<file path="config.mk">
export PLATFORM = sky130hd
export DESIGN_NAME = aq_vfmau_wb_buf
export DESIGN_NICKNAME = d
export VERILOG_FILES = /design/src/rtl/aq_vfmau_wb_buf.sv
export SDC_FILE = /design/constraint.sdc
export NUM_CORES = 1
export LEC_CHECK = 0
export BUFFER_PORTS_ARGS = -buffer_cell sky130_fd_sc_hd__buf_2
export CAP_MARGIN = 15
export CELL_PAD_IN_SITES_DETAIL_PLACEMENT = 1
export CELL_PAD_IN_SITES_GLOBAL_PLACEMENT = 1
export CORE_MARGIN = 2
export CORE_UTILIZATION = 41
export CTS_BUF_LIST = sky130_fd_sc_hd__clkbuf_16
export DETAILED_ROUTE_END_ITERATION = 10
export PLACE_DENSITY_LB_ADDON = 0.08
export SLEW_MARGIN = 15
export SYNTH_ARGS = -nofsm -noshare
export SYNTH_HDL_FRONTEND = slang
export SYNTH_SLANG_ARGS = --single-unit
export TNS_END_PERCENT = 30
</file>
<file path="constraint.sdc">
create_clock -name forever_cpuclk -period 15.4 [get_ports forever_cpuclk]
set_clock_uncertainty 0.1 [all_clocks]
set_input_delay 3.08 -clock forever_cpuclk [delete_from_list [all_inputs] [get_ports forever_cpuclk]]
set_output_delay 3.08 -clock forever_cpuclk [all_outputs]
set_load 0.05 [all_outputs]
</file>
<file path="src/rtl/aq_vfmau_wb_buf.sv">
`default_nettype none
// ============================================================================
//  Module   : aq_vfmau_wb_buf
//  Purpose  : Two-entry in-order writeback buffer between the vfmau result
//             stages (ex3/ex4/ex5) and the vector register file. It accepts
//             at most one result per cycle (ex5 > ex4 > ex3, oldest first)
//             and accumulates the sticky exception flags of retired entries.
//  Ports    : forever_cpuclk / cpurst_b   clock, async active-low reset
//             exN_res_vld/res/fflags/preg result inputs of stage N (3,4,5)
//             wbbuf_exN_stall             stage N result not accepted
//             wbbuf_rf_vld/data/preg      head entry toward register file
//             rf_wbbuf_ready              register file takes the head
//             cp0_vpu_fflags_clr          clear sticky flags
//             wbbuf_cp0_fflags            sticky accumulated flags
//             wbbuf_empty                 buffer holds no entries
//  Revision : 1.0  initial release
// ============================================================================
module aq_vfmau_wb_buf (
    input  logic        forever_cpuclk,
    input  logic        cpurst_b,
    input  logic        ex3_res_vld,
    input  logic [63:0] ex3_res,
    input  logic [4:0]  ex3_fflags,
    input  logic [5:0]  ex3_preg,
    input  logic        ex4_res_vld,
    input  logic [63:0] ex4_res,
    input  logic [4:0]  ex4_fflags,
    input  logic [5:0]  ex4_preg,
    input  logic        ex5_res_vld,
    input  logic [63:0] ex5_res,
    input  logic [4:0]  ex5_fflags,
    input  logic [5:0]  ex5_preg,
    output logic        wbbuf_ex3_stall,
    output logic        wbbuf_ex4_stall,
    output logic        wbbuf_ex5_stall,
    output logic        wbbuf_rf_vld,
    output logic [63:0] wbbuf_rf_data,
    output logic [5:0]  wbbuf_rf_preg,
    input  logic        rf_wbbuf_ready,
    input  logic        cp0_vpu_fflags_clr,
    output logic [4:0]  wbbuf_cp0_fflags,
    output logic        wbbuf_empty
);

    // State
    logic [1:0]  count_q, count_d;
    logic        head_q, head_d;
    logic        tail_q, tail_d;
    logic [4:0]  sticky_q, sticky_d;

    // Payload storage; no reset needed, qualified by count
    logic [63:0] data_q  [2];
    logic [5:0]  preg_q  [2];
    logic [4:0]  flags_q [2];

    // Control
    logic        pop;
    logic        push;
    logic        can_push;
    logic        any_vld;
    logic [63:0] sel_res;
    logic [5:0]  sel_preg;
    logic [4:0]  sel_fflags;

    assign wbbuf_rf_vld     = (count_q != 2'd0);
    assign wbbuf_empty      = (count_q == 2'd0);
    assign wbbuf_rf_data    = data_q[head_q];
    assign wbbuf_rf_preg    = preg_q[head_q];
    assign wbbuf_cp0_fflags = sticky_q;

    assign pop      = wbbuf_rf_vld & rf_wbbuf_ready;
    // A full buffer can still accept when the head leaves this same cycle
    assign can_push = (count_q != 2'd2) | pop;
    assign any_vld  = ex3_res_vld | ex4_res_vld | ex5_res_vld;
    assign push     = any_vld & can_push;

    // Each stage loses either to an older valid stage or to a full buffer
    assign wbbuf_ex5_stall = ex5_res_vld & ~can_push;
    assign wbbuf_ex4_stall = ex4_res_vld & (ex5_res_vld | ~can_push);
    assign wbbuf_ex3_stall = ex3_res_vld & (ex5_res_vld | ex4_res_vld | ~can_push);

    // Fixed-priority source select, oldest stage first
    always_comb begin
        sel_res    = ex3_res;
        sel_preg   = ex3_preg;
        sel_fflags = ex3_fflags;
        if (ex5_res_vld) begin
            sel_res    = ex5_res;
            sel_preg   = ex5_preg;
            sel_fflags = ex5_fflags;
        end else if (ex4_res_vld) begin
            sel_res    = ex4_res;
            sel_preg   = ex4_preg;
            sel_fflags = ex4_fflags;
        end
    end

    always_comb begin
        count_d = count_q;
        if (push && !pop) begin
            count_d = count_q + 2'd1;
        end else if (pop && !push) begin
            count_d = count_q - 2'd1;
        end
        head_d = pop  ? ~head_q : head_q;
        tail_d = push ? ~tail_q : tail_q;
        // A clear coinciding with a pop keeps only the popped flags
        sticky_d = (cp0_vpu_fflags_clr ? 5'd0 : sticky_q)
                 | (pop ? flags_q[head_q] : 5'd0);
    end

    always_ff @(posedge forever_cpuclk or negedge cpurst_b) begin
        if (!cpurst_b) begin
            count_q  <= 2'd0;
            head_q   <= 1'b0;
            tail_q   <= 1'b0;
            sticky_q <= 5'd0;
        end else begin
            count_q  <= count_d;
            head_q   <= head_d;
            tail_q   <= tail_d;
            sticky_q <= sticky_d;
        end
    end

    always_ff @(posedge forever_cpuclk) begin
        if (push) begin
            data_q[tail_q]  <= sel_res;
            preg_q[tail_q]  <= sel_preg;
            flags_q[tail_q] <= sel_fflags;
        end
    end

endmodule
`default_nettype wire
</file>
==> results.yml <==
synthesis:
  yosys.cell_types.count: 26
  yosysWarnings: 0
  ys_seq_area_frac: 0.6382
  syn_area_per_cell_um2: 14.22
  syn_nets: 754
  synth_top_area_frac: 0.6078
  synthCells: 521
  synth_edf_count: 150
  synthTopCellsByArea: "edfxtp_1, mux2i_1, mux2_2"
  ys_seq_elements: 159
  yosysTopAreaCell: "edfxtp_1"
  synthArstFlopShare: 0.05660
  netlist_area_um2: 7411
  synth_commonest_cells: "edfxtp_1, mux2i_1, nand2_1"
  ys.flop_type: "edfxtp_1"
  yosysMostFrequentCell: "edfxtp_1"
place:
  dp.final_hpwl_mm: 13.47
  pre_cts_slack_ns: 8.091
  gp_congestion: 0.7899
  placedInstanceArea_um2: 9039
  io_buffers: 311
min_path:
  hold_depth: 1
  hold_start: "count_q[1]"
  hold-path-endpoint: "count_q[1]"
  hp-class: "flop to flop"
route:
  drcViolationCount: 0
  routed_wl_mm: 19.24
  dr.pass1.iters: 4
  num_vias: 5246
  drt-vias-per-instance: 4.940
  wl_per_cell_um: 18.12
  drt_iter0_markers: 206
  ant_nets: 0
global_routing:
  first_global_vias: 5655
  gr-total-overflow: 0
  grt_start_max_net_pins: 104
  antenna_found_initial: 3
  grt_pass1_wl_mm: 30.10
  grt_usage: 0.2039
final_layout:
  antenna_cells: 0
  final_cell_area_um2: 9706
  syn_to_final_growth_pct: 30.96
  drive_gt1_frac: 0.5042
  fin_nets: 1053
worst_setup_path:
  r2r_slack_ns: 12.58
  arrival_ns: 4.10
  critPathLaunch: "ex4_res_vld"
  crit_fanout: 38
  cp.required_ns: 12.22
  r2r_cells: 3
  worstSetupPathType: "input port to output pin"
  worst_r2r_startpoint: "count_q[1]"
  start_kind: "input port"
  rr_endpoint: "data_q[0][50]"
  endpoint_kind: "output pin"
power_and_ir_drop:
  p_per_area_nw_per_um2: 216.6
  total_leakage_power_nw: 4.245
  internal-power_mw: 1.215
  switching_share: 0.4221
  switchingPower_mw: 0.8874
  comb_power_share: 0.418
  ir_drop_uv: 173.1
  seqPwrFrac: 0.358
  clkPwrFrac: 0.224
timing:
  setup_viol: 0
  fin_ws_ns: 8.124
  slew_headroom: 0.2824
  max_freq_mhz: 137.4
  period_needed_ns: 7.276
  rsz0062_at_grt: "false"
  final.setup.tns_ns: 0
  finalHoldViolCount: 0
  worst_pin_slew_ns: 1.076
  drv_slew: 0
  finalCritPeriodShare: 0.4725
clock_network:
  hold_buffers: 0
  clock_latency_ns: 0.43
  clock_sinks: 159
  cts_buffer_depth: 2
  cts_made_buffers: 17
  clk_pin_slew_worst_paths_ns: 0.06
  cts-resized-gates: 0
  htreeDepth: 4
  cts_setup_buffers: 0
  cts_tree: "built"
  cts_root_buffer: "clkbuf_16"
floorplan:
  dieArea_um2: 19170
  start_util: 0.4154
  die_x_um: 138.4
  fp-row-count: 49
  core_um2: 17840
  die_h_um: 138.4
  ios: 312
status:
  status: "finished, final reports clean"
run:
  drv_cap: 0
state kept, by name (all words and copies together), names as in the netlist:
signal            cells
head_q                1
tail_q                1
preg_q               12
data_q              128
flags_q              10
count_q               2
wbbuf_cp0_fflags      5
per-stage QoR:
stage,instances,hold slack (ns),util,power [mW]
floorplan,521,0.3454,-,1.440
global placement,1030,0.3798,0.5066,1.627
detailed placement,1030,0.3915,0.5066,1.652
CTS,1062,0.4076,0.5440,2.130
global route,1062,0.4366,0.5440,2.198
finish,1062,0.4068,0.5440,2.103
worst max path at each step:
stage	cells after the start	slack, ns	end
floorplan	3	6.31	data_q[0][0]
global placement	3	8.14	wbbuf_ex3_stall
detailed placement	3	8.09	wbbuf_ex3_stall
CTS	3	8.10	wbbuf_ex3_stall
global route	3	8.04	wbbuf_ex3_stall
finish	3	8.12	wbbuf_ex3_stall
cell families (layout without fill, tap and decap cells):
family                   count (synthesis)  after routing  share of synthesized area
multiplexers                           150            150                     0.2144
flip-flops                             159            159                     0.6382
XOR/XNOR                                 5              5                   0.005910
AO/OA/AOI/OAI                           82             82                    0.05707
adder cells (fa/ha/maj)                  1              1                   0.001688
AND/OR/NAND/NOR                         84             84                    0.04542
buffers and inverters                   40            352                    0.03731
layout by cell type (no fill, tap or decap), types with 2 or more instances in the layout:
cell / count
dfrtp_1: 8
o21ai_0: 47
nand2_1: 75
mux2i_1: 80
buf_2: 309
nor2_1: 2
o22ai_1: 5
clkinv_2: 2
clkinv_4: 3
edfxtp_1: 150
clkbuf_16: 17
inv_6: 2
o21ai_1: 28
xnor2_1: 2
inv_1: 7
mux2_2: 70
buf_4: 5
xor2_1: 3
bufinv_16: 6
metal layers:
metal	track usage	wire length, um	up-vias
met5	0	42	-
met4	0.06821	348	6
met3	0.06408	1240	33
met2	0.3744	10240	182
met1	0.2231	7370	2489
li1	-	-	2536
power by group through the flow:
stage               combinational (mW)  sequential [mW]  clock (mW)
finish                           0.878            0.753       0.471
floorplan                        0.698            0.742           0
global route                     0.924            0.776       0.498
CTS                              0.891            0.758       0.481
detailed placement               0.887            0.764           0
global placement                 0.876            0.750           0
cell type report:
cell class	instances	area [um^2]
flip-flops and latches	159	4733
fillers	1922	8135
inverters	6	22.52
well taps	229	286.5
clock inverters	15	241.5
repair buffers	314	1584
multi-input cells	322	2412
clock buffers	17	425.4
worst max-delay path, stage by stage:
cell and delay, ns:
buf_4 0.52, o31a_1 0.22, buf_2 0.26
Note: power is estimated with default switching activity, not from simulation.
